## config.mk

```make
export PLATFORM = sky130hd
export DESIGN_NAME = mac_tx_sched_flat
export DESIGN_NICKNAME = d
export VERILOG_FILES = /design/src/rtl/mac_tx_sched_pkg.sv /design/src/rtl/mac_tx_sched_if.sv /design/src/rtl/mac_tx_sched_sat_free_counter.sv /design/src/rtl/mac_tx_sched.sv /design/src/flat_wrapper.sv
export SDC_FILE = /design/constraint.sdc
export NUM_CORES = 1
export LEC_CHECK = 0
export CORE_MARGIN = 2
export CORE_UTILIZATION = 46
export CTS_CLUSTER_DIAMETER = 150
export DETAILED_ROUTE_END_ITERATION = 10
export PLACE_DENSITY = 0.81
export SETUP_SLACK_MARGIN = 0.02
export SLEW_MARGIN = 20
export SYNTH_ARGS = -nofsm -noshare
export SYNTH_HDL_FRONTEND = slang
export SYNTH_SLANG_ARGS = --single-unit
export TNS_END_PERCENT = 10
```

## constraint.sdc

```tcl
create_clock -name clk -period 3.6 [get_ports clk]
set_clock_uncertainty 0.2 [all_clocks]
set_input_delay 0.36 -clock clk [delete_from_list [all_inputs] [get_ports clk]]
set_output_delay 0.36 -clock clk [all_outputs]
set_load 0.005 [all_outputs]
```

## src/rtl/mac_tx_sched_pkg.sv

```systemverilog
// ---------------------------------------------------------------------------
// mac_tx_sched_pkg
// Shared definitions for the per-port transmit scheduler:
//   - scheduler state encoding
//   - descriptor field geometry (length field position and width)
//   - wire overhead used by the guard-band check
//   - statistics counter widths and indices
//   - fits_before_slot(): guard-band admission test for best-effort frames
// ---------------------------------------------------------------------------
package mac_tx_sched_pkg;

    localparam int LEN_W       = 12;   // frame length field width (bytes)
    localparam int PTR_W       = 16;   // pointer descriptor width
    localparam int SLOT_W      = 16;   // byte-times-to-next-reservation width
    localparam int OVH_BYTES   = 20;   // preamble/SFD (8) + IFG (12)
    localparam int CNT_W       = 16;   // statistics counter width
    localparam int PTR_LEN_MSB = LEN_W - 1;
    localparam int PTR_LEN_LSB = 0;

    // Statistics counter indices
    localparam int CNT_TTE   = 0;
    localparam int CNT_BE    = 1;
    localparam int CNT_DEFER = 2;
    localparam int CNT_ERR   = 3;
    localparam int NUM_CNT   = 4;

    typedef enum logic [1:0] {
        ST_IDLE     = 2'd0,
        ST_OFFER    = 2'd1,
        ST_INFLIGHT = 2'd2
    } state_e;

    // One bit wider than the slot field so len + overhead can never wrap.
    typedef logic [SLOT_W:0] guard_t;

    // A best-effort frame may start only if its full wire time (payload plus
    // preamble and IFG) ends no later than the next reserved TTE slot.
    function automatic logic fits_before_slot(input logic [LEN_W-1:0]  len,
                                              input logic [SLOT_W-1:0] slot);
        guard_t need;
        need = guard_t'(len) + guard_t'(OVH_BYTES);
        return (need <= guard_t'(slot));
    endfunction

endpackage

```

## src/rtl/mac_tx_sched_if.sv

```systemverilog
// ---------------------------------------------------------------------------
// mac_tx_sched_if
// Descriptor handshake between the transmit scheduler and the GMII TX MAC.
//   desc_valid  scheduler -> MAC  descriptor offered
//   desc_tte    scheduler -> MAC  offered descriptor is TTE traffic
//   desc_len    scheduler -> MAC  frame length in bytes
//   desc_ready  MAC -> scheduler  descriptor accepted (transfer on valid&&ready)
//   tx_done     MAC -> scheduler  1-cycle pulse, frame in flight finished (incl. IFG)
// Modports: master = scheduler side, slave = MAC side.
// ---------------------------------------------------------------------------
interface mac_tx_sched_if;
    import mac_tx_sched_pkg::*;

    logic             desc_valid;
    logic             desc_ready;
    logic             desc_tte;
    logic [LEN_W-1:0] desc_len;
    logic             tx_done;

    modport master (
        output desc_valid,
        output desc_tte,
        output desc_len,
        input  desc_ready,
        input  tx_done
    );

    modport slave (
        input  desc_valid,
        input  desc_tte,
        input  desc_len,
        output desc_ready,
        output tx_done
    );

endinterface

```

## src/rtl/mac_tx_sched_sat_free_counter.sv

```systemverilog
// ---------------------------------------------------------------------------
// sat_free_counter
// Free-running W-bit event counter; wraps from all-ones to zero.
//   clk   in   clock
//   srst  in   synchronous active-high reset (clears the count)
//   inc   in   count one event this cycle
//   cnt   out  current count
// ---------------------------------------------------------------------------
module sat_free_counter #(
    parameter int W = 16
) (
    input  logic         clk,
    input  logic         srst,
    input  logic         inc,
    output logic [W-1:0] cnt
);

    logic [W-1:0] cnt_q;
    logic [W-1:0] cnt_d;

    always_comb begin
        cnt_d = cnt_q + W'(inc);
    end

    always_ff @(posedge clk) begin
        if (srst) begin
            cnt_q <= '0;
        end else begin
            cnt_q <= cnt_d;
        end
    end

    assign cnt = cnt_q;

endmodule

```

## src/rtl/mac_tx_sched.sv

```systemverilog
// ---------------------------------------------------------------------------
// mac_tx_sched
// Per-port transmit scheduler between the egress pointer FIFOs and the TX MAC.
// TTE pointers have strict priority over best-effort pointers; one frame is in
// flight at a time and scheduling is non-preemptive. A best-effort frame is
// only admitted if it completes before the next reserved TTE slot.
//   clk, rst_sys                   clock, synchronous active-high reset
//   ptr_fifo_empty/din/rd          best-effort pointer FIFO (FWFT) and pop
//   tptr_fifo_empty/din/rd         TTE pointer FIFO (FWFT) and pop
//   tte_slot_bytes                 byte-times to next TTE reservation (FFFF = none)
//   desc_if                        descriptor handshake to the MAC (master side)
//   busy                           a frame is offered or in flight
//   tte_cnt/be_cnt                 frames issued per class (wrapping)
//   defer_cnt                      cycles a best-effort head was guard-blocked
//   err_cnt                        zero-length descriptors dropped
// ---------------------------------------------------------------------------
module mac_tx_sched
    import mac_tx_sched_pkg::*;
(
    input  logic              clk,
    input  logic              rst_sys,
    input  logic              ptr_fifo_empty,
    input  logic [PTR_W-1:0]  ptr_fifo_din,
    output logic              ptr_fifo_rd,
    input  logic              tptr_fifo_empty,
    input  logic [PTR_W-1:0]  tptr_fifo_din,
    output logic              tptr_fifo_rd,
    input  logic [SLOT_W-1:0] tte_slot_bytes,
    mac_tx_sched_if.master    desc_if,
    output logic              busy,
    output logic [CNT_W-1:0]  tte_cnt,
    output logic [CNT_W-1:0]  be_cnt,
    output logic [CNT_W-1:0]  defer_cnt,
    output logic [CNT_W-1:0]  err_cnt
);

    state_e           state_q, state_d;
    logic             desc_tte_q, desc_tte_d;
    logic [LEN_W-1:0] desc_len_q, desc_len_d;
    logic [LEN_W-1:0] be_len, tte_len;
    logic [NUM_CNT-1:0] cnt_inc;
    logic [CNT_W-1:0]   cnt_val [NUM_CNT];

    // Upper descriptor bits carry information this block does not use.
    logic unused_desc_bits;
    assign unused_desc_bits = ^{ptr_fifo_din[PTR_W-1:LEN_W], tptr_fifo_din[PTR_W-1:LEN_W]};

    assign be_len  = ptr_fifo_din[PTR_LEN_MSB:PTR_LEN_LSB];
    assign tte_len = tptr_fifo_din[PTR_LEN_MSB:PTR_LEN_LSB];

    always_comb begin
        state_d      = state_q;
        desc_tte_d   = desc_tte_q;
        desc_len_d   = desc_len_q;
        ptr_fifo_rd  = 1'b0;
        tptr_fifo_rd = 1'b0;
        cnt_inc      = '0;

        // Gating on reset keeps the reset cycle free of pops and counts.
        if (!rst_sys) begin
            case (state_q)
                ST_IDLE: begin
                    if (!tptr_fifo_empty) begin
                        tptr_fifo_rd = 1'b1;
                        if (tte_len == '0) begin
                            cnt_inc[CNT_ERR] = 1'b1;
                        end else begin
                            desc_tte_d = 1'b1;
                            desc_len_d = tte_len;
                            state_d    = ST_OFFER;
                        end
                    end else if (!ptr_fifo_empty) begin
                        // A zero-length head never reaches the wire, so it is
                        // dropped regardless of the guard band.
                        if (be_len == '0) begin
                            ptr_fifo_rd      = 1'b1;
                            cnt_inc[CNT_ERR] = 1'b1;
                        end else if (fits_before_slot(be_len, tte_slot_bytes)) begin
                            ptr_fifo_rd = 1'b1;
                            desc_tte_d  = 1'b0;
                            desc_len_d  = be_len;
                            state_d     = ST_OFFER;
                        end else begin
                            cnt_inc[CNT_DEFER] = 1'b1;
                        end
                    end
                end
                ST_OFFER: begin
                    if (desc_if.desc_ready) begin
                        if (desc_tte_q) begin
                            cnt_inc[CNT_TTE] = 1'b1;
                        end else begin
                            cnt_inc[CNT_BE] = 1'b1;
                        end
                        state_d = ST_INFLIGHT;
                    end
                end
                ST_INFLIGHT: begin
                    if (desc_if.tx_done) begin
                        state_d = ST_IDLE;
                    end
                end
                default: begin
                    state_d = ST_IDLE;
                end
            endcase
        end
    end

    always_ff @(posedge clk) begin
        if (rst_sys) begin
            state_q    <= ST_IDLE;
            desc_tte_q <= 1'b0;
            desc_len_q <= '0;
        end else begin
            state_q    <= state_d;
            desc_tte_q <= desc_tte_d;
            desc_len_q <= desc_len_d;
        end
    end

    assign desc_if.desc_valid = (state_q == ST_OFFER);
    assign desc_if.desc_tte   = desc_tte_q;
    assign desc_if.desc_len   = desc_len_q;
    assign busy               = (state_q != ST_IDLE);

    genvar gi;
    generate
        for (gi = 0; gi < NUM_CNT; gi++) begin : gen_cnt
            sat_free_counter #(.W(CNT_W)) u_cnt (
                .clk  (clk),
                .srst (rst_sys),
                .inc  (cnt_inc[gi]),
                .cnt  (cnt_val[gi])
            );
        end
    endgenerate

    assign tte_cnt   = cnt_val[CNT_TTE];
    assign be_cnt    = cnt_val[CNT_BE];
    assign defer_cnt = cnt_val[CNT_DEFER];
    assign err_cnt   = cnt_val[CNT_ERR];

endmodule
```

## src/flat_wrapper.sv

```systemverilog
// flat-port wrapper written by rule: the top's interface ports become plain ports
module mac_tx_sched_flat import mac_tx_sched_pkg::*;
  (clk, rst_sys, ptr_fifo_empty, ptr_fifo_din, ptr_fifo_rd, tptr_fifo_empty, tptr_fifo_din, tptr_fifo_rd, tte_slot_bytes, busy, tte_cnt, be_cnt, defer_cnt, err_cnt, desc_if_desc_valid, desc_if_desc_tte, desc_if_desc_len, desc_if_desc_ready, desc_if_tx_done);
  mac_tx_sched_if desc_if_i ();
  input  logic clk;
  input  logic rst_sys;
  input  logic ptr_fifo_empty;
  input  logic [PTR_W-1:0] ptr_fifo_din;
  output logic ptr_fifo_rd;
  input  logic tptr_fifo_empty;
  input  logic [PTR_W-1:0] tptr_fifo_din;
  output logic tptr_fifo_rd;
  input  logic [SLOT_W-1:0] tte_slot_bytes;
  output logic busy;
  output logic [CNT_W-1:0] tte_cnt;
  output logic [CNT_W-1:0] be_cnt;
  output logic [CNT_W-1:0] defer_cnt;
  output logic [CNT_W-1:0] err_cnt;
  output wire logic [$bits(desc_if_i.desc_valid)-1:0] desc_if_desc_valid;
  output wire logic [$bits(desc_if_i.desc_tte)-1:0] desc_if_desc_tte;
  output wire logic [$bits(desc_if_i.desc_len)-1:0] desc_if_desc_len;
  input wire logic [$bits(desc_if_i.desc_ready)-1:0] desc_if_desc_ready;
  input wire logic [$bits(desc_if_i.tx_done)-1:0] desc_if_tx_done;
  assign desc_if_desc_valid = desc_if_i.desc_valid;
  assign desc_if_desc_tte = desc_if_i.desc_tte;
  assign desc_if_desc_len = desc_if_i.desc_len;
  assign desc_if_i.desc_ready = desc_if_desc_ready;
  assign desc_if_i.tx_done = desc_if_tx_done;
  mac_tx_sched u_core (.clk(clk), .rst_sys(rst_sys), .ptr_fifo_empty(ptr_fifo_empty), .ptr_fifo_din(ptr_fifo_din), .ptr_fifo_rd(ptr_fifo_rd), .tptr_fifo_empty(tptr_fifo_empty), .tptr_fifo_din(tptr_fifo_din), .tptr_fifo_rd(tptr_fifo_rd), .tte_slot_bytes(tte_slot_bytes), .desc_if(desc_if_i), .busy(busy), .tte_cnt(tte_cnt), .be_cnt(be_cnt), .defer_cnt(defer_cnt), .err_cnt(err_cnt));
endmodule
```

After elaboration in Yosys (flattened, before gate mapping)
Cells that the tools add are included. W data, S select, Z words.

Input bits: 54. Bits in registers: 79.

Add/subtract/negate cells: 5. Reductions and logical operators: 6. Equality and inequality tests: 12. Muxes and demuxes: 40. $lt $le $gt $ge: 1.

Operators with widths (count): $add A16 B1 Y16 (4); $mux W12 (5); $logic_not A12 Y1 (2); $mux W1 (22); $mux W2 (11); $le A17 B16 Y1 (1); $add A12 B5 Y13 const B (1); $ne A3 B3 Y1 const B (3); $ne A2 B2 Y1 const B (4); $pmux W2 S3 (1); $reduce_and A6 Y1 (1); $reduce_and A5 Y1 (1); $mux W4 (1); $ne A2 B1 Y1 const B (2); $ne A3 B2 Y1 const B (1); $eq A2 B1 Y1 const B (1); $eq A2 B2 Y1 const B (1); $logic_not A2 Y1 (1); $reduce_bool A2 Y1 (1).

Logic depth before layout (Yosys ltp)
Depth after elaboration: 9. Mapped depth: 19.

Modules after synthesis
From an unflattened synthesis, not the netlist that was laid out.

Cell total of the unflattened synthesis: 512. Area, all modules: 4460.5 µm².

Modules (own cells, without submodules): sat_free_counter at u_core.gen_cnt[0].u_cnt ... (sequential area each 320.3 µm², cells an instance 82, times used 3, area an instance 748.2 µm²); mac_tx_sched (sequential area each 300.3 µm², cells an instance 193, times used 1, area an instance 1493.9 µm²); sat_free_counter at u_core.gen_cnt[3].u_cnt (sequential area each 320.3 µm², cells an instance 73, times used 1, area an instance 721.9 µm²).

Worst setup path after synthesis
Ideal clock, no wire load.

Kind: input -> register. Start point: input port ptr_fifo_din[7]. End point: register u_core.gen_cnt[2].u_cnt.cnt_q[14]. Arrival: 2968 ps. Cell stages on the path: 19. Setup time: 128 ps. Path buffers: 0. Setup slack: 304 ps. Path through: and3_1 > and3_1 > nand2_1 > nor2_1 > xor2_1 > ha_1 > nand3_1 > or4_1 > o211ai_1 > a21oi_1 > nand2_1 > nor2_1 > ha_1 > ha_1 > nand2_1 > nor2_1 > nand4_1 > xor2_1 > nor2_1.

Longest elaborated chain between the ends: 9. Elaborated cells on any way between the ends: 10. Those cells by class: add/sub (2); order compare (1); mux (6); reduce/logical (1).

RTL lines: start, declared (line flat_wrapper.sv:8) `input logic [PTR_W-1:0] ptr_fifo_din;`; $add A12 B5 Y13 (line mac_tx_sched_pkg.sv:41) `need = guard_t'(len) + guard_t'(OVH_BYTES);`; $le A17 B16 Y1 (line mac_tx_sched_pkg.sv:42) `return (need <= guard_t'(slot));`; $mux W1 (line mac_tx_sched.sv:78) `end else if (fits_before_slot(be_len, tte_slot_bytes)) begin`; $mux W1 * (line mac_tx_sched.sv:75) `if (be_len == '0) begin`; $mux W2 * (line mac_tx_sched.sv:72) `end else if (!ptr_fifo_empty) begin`; $mux W1 * (line mac_tx_sched.sv:63) `if (!tptr_fifo_empty) begin`; $mux W2 * (line mac_tx_sched.sv:61) `case (state_q)`; $mux W4 * (line mac_tx_sched.sv:60) `if (!rst_sys) begin`; $add A16 B1 Y16 * (line mac_tx_sched_sat_free_counter.sv:22) `cnt_d = cnt_q + W'(inc);`; end signal, assigned (line mac_tx_sched_sat_free_counter.sv:29) `cnt_q <= cnt_d;`; end, declared (line mac_tx_sched_sat_free_counter.sv:18) `logic [W-1:0] cnt_q;`.

Every way passes the cells marked *; elsewhere a longest branch is shown, timed or not. A chain may end at the register's enable or synchronous reset.

Worst setup path in the final report
Start point: input port ptr_fifo_din[2]. End point: register u_core.gen_cnt[2].u_cnt.cnt_q[13].

Same word-level chain as after synthesis.

==> results.json <==
{
  "status": "completed",
  "crit_slowest_cell": "clkdlybuf4s50_1",
  "utilization": 0.681,
  "ant_nets": 0,
  "cap_violations": 0,
  "power_density_nw_per_um2": 333,
  "holdWs_ps": 267,
  "cts-htree-levels": 3,
  "dieArea_um2": 9510,
  "cts-root-buf": "clkbuf_8",
  "syn_area_per_cell_um2": 8.69,
  "dp_hpwl_um": 7880,
  "worst_skew_pair.late_latency_ps": 350,
  "crit_family": "simple AND/OR/NAND/NOR gates",
  "gp_congestion": 0.858,
  "grt_pass1_vias": 3661,
  "port_buffers": 126,
  "core_um2": 8590,
  "grt_pass1_wl_um": 16900,
  "clockBufferDepth": 2,
  "start_kind": "primary input",
  "syn_nets": 541,
  "critPathMaxFanout": 5,
  "fin_crit_sh": 0.964,
  "n_antenna_cell": 0,
  "clk_pin_slew_ps": 90,
  "antenna_found_initial": 0,
  "cp_data_required_time_ps": 3690,
  "drcViolationCount": 0,
  "drt_iter0_markers": 91,
  "setup_slack_ps": 131,
  "layout-drive-gt1-share": 0.118,
  "cts_buffers": 9,
  "critical_path_buf_inv_count": 2,
  "hp-class": "primary input to register",
  "relSlewSlack": 0.584,
  "ys_types": 38,
  "finalSetupTns_ps": 0,
  "route.vias.total": 3786,
  "seq_area_frac_synth": 0.393,
  "stdcell_count": 720,
  "post_drt_wl_per_cell_um": 14.5,
  "rows": 34,
  "layout.nets": 685,
  "grt_max_degree": 56,
  "layout_min_cycle_time_ps": 3470,
  "slowest_delay_ps": 530,
  "drtPass1Iterations": 4,
  "ioPinCount": 135,
  "final_cell_area_um2": 5850,
  "maxSlewViolCount": 0,
  "placed_area_um2": 5530,
  "die_w_um": 97.5,
  "syn_to_final_growth_pct": 45.4,
  "crit_path_end_kind": "register",
  "cp.arrival_ps": 3560,
  "ys_warn_count": 0,
  "cts_tree": "built",
  "power.leakage_nw": 2.30,
  "ir_worst_vdd_mv": 0.210,
  "die_h_um": 97.5,
  "clock_sinks": 79,
  "grt_overflow": 0,
  "syn_area_um2": 4030,
  "viasPerCell": 5.26,
  "fillers": 725,
  "final_hold_viol_count": 0,
  "worst_pin_slew_ps": 624,
  "start_util": 0.468,
  "netlist_instances": 463,
  "fmax_ghz": 0.288,
  "path_class": "primary input to register",
  "total_power_mw": 1.95,
  "drt-total-wl_um": 10400,
  "finalSetupViolations": 0,
  "dpl.cell_count": 704,
  "critical_path.cell_chain": "clkdlybuf4s50_1, a21oi_1, buf_4, nand3b_1, xnor2_1, ha_1, o21ai_0, a21oi_1, o211ai_1, a21oi_2, nand2_1, nor2_2, ha_4, and3_4, nand3_4, or3_4, a21oi_2",
  "ys_ff_latch": 79,
  "gr-usage-all-layers": 0.215,
  "dp_slack_ps": -432
}
## registers in the layout, indices dropped and copies added (netlist names)
register	flops
u_core.gen_cnt.u_cnt.cnt	64
u_core.desc_if.desc_tte	1
u_core.state_q	2
u_core.desc_if.desc_len	12
## cells by family (layout without fill, tap and decap cells)
kind of cell    after synthesis  count (layout)  share of synthesized area
flops                        79              79                      0.393
simple gates                187             187                      0.234
compound gates               70              70                      0.114
xor+xnor                     54              54                      0.118
mux                          12              12                     0.0298
buf+inv                      37             186                     0.0370
fa+ha+maj                    24              24                     0.0746
## report_power, final
group	leakage [nW]	switching, mW	total, mW	internal (mW)
clock	0.116	0.354	0.755	0.400
sequential	0.640	0.0145	0.908	0.894
combinational	1.54	0.130	0.285	0.155
total	2.30	0.499	1.95	1.45
## path summary, 6_finish.rpt
path / start / endpoint / slack (ps) / depth (start not counted)
setup reg to reg: u_core.state_q[1] / u_core.gen_cnt[3].u_cnt.cnt[15] / 1240 / 9
setup / recovery: ptr_fifo_din[2] / u_core.gen_cnt[2].u_cnt.cnt[13] / 130 / 17
hold reg to reg: u_core.gen_cnt[2].u_cnt.cnt[15] / u_core.gen_cnt[2].u_cnt.cnt[15] / 300 / 2
hold / removal: rst_sys / u_core.gen_cnt[2].u_cnt.cnt[4] / 270 / 2
## layout make-up
cell class / count / area [µm²] / area share
clock inverter: 7 / 103 / 0.0175
timing repair buffer: 151 / 1450 / 0.247
multi-input combinational: 347 / 2390 / 0.408
clock buffer: 9 / 124 / 0.0212
sequential: 79 / 1580 / 0.270
inverter: 19 / 71.3 / 0.0122
tap: 108 / 135 / 0.0231
## synth_stat cells, drive strengths merged
cell    count  share of area
dfxtp      79           0.39
nor2       62          0.058
xor2       40          0.087
nand3      31          0.039
a21oi      30          0.037
nand2      26          0.024
ha         24          0.075
inv        19          0.018
o21ai      18          0.022
a211oi     14          0.039
clkbuf     14          0.013
nand4      14          0.022
xnor2      14          0.030
and3       12          0.019
mux2i      12          0.030
nor2b      10          0.016
or3        10          0.016
and4        6          0.013
nor3        6         0.0075
buf         4         0.0062
nor4        3         0.0062
a21boi      2         0.0037
and2        2         0.0037
o21bai      2         0.0037
a221o       1         0.0025
a22oi       1         0.0019
and4b       1         0.0025
nand3b      1         0.0019
nor3b       1         0.0019
nor4b       1         0.0037
o211ai      1         0.0019
o21a        1         0.0019
or4         1         0.0019
## layer usage
layer,vias up,global-route usage,share of wire
met3,18,0.0525,0.052
met2,109,0.364,0.49
met5,-,0,0
met1,1765,0.267,0.44
li1,1894,-,-
met4,0,0.0716,0.020
## cell usage in the layout, fill, tap and decap left out, drive strengths merged, types with 2 or more instances in the layout
cell,instances
nand2,26
xor2,40
buf,26
and3,12
and2,2
o21ai,18
a21oi,30
o21bai,2
mux2i,12
bufinv,2
inv,22
dfxtp,79
a21boi,2
nor2b,10
xnor2,14
clkbuf,10
dlymetal6s2s,3
nand3,31
ha,24
clkdlybuf4s50,121
nor4,3
a211oi,14
nand4,14
or3,10
nor3,6
clkinv,2
and4,6
nor2,62
## timing repair
action / 4_1_cts / 5_1_grt
buffers inserted: 0 / 0
resized for setup: 6 / 24
hold buffers: 0 / 0
pin swaps: 2 / 11
endpoints found under the setup margin: 6 / 13
Power figures use the tool's default switching activity.
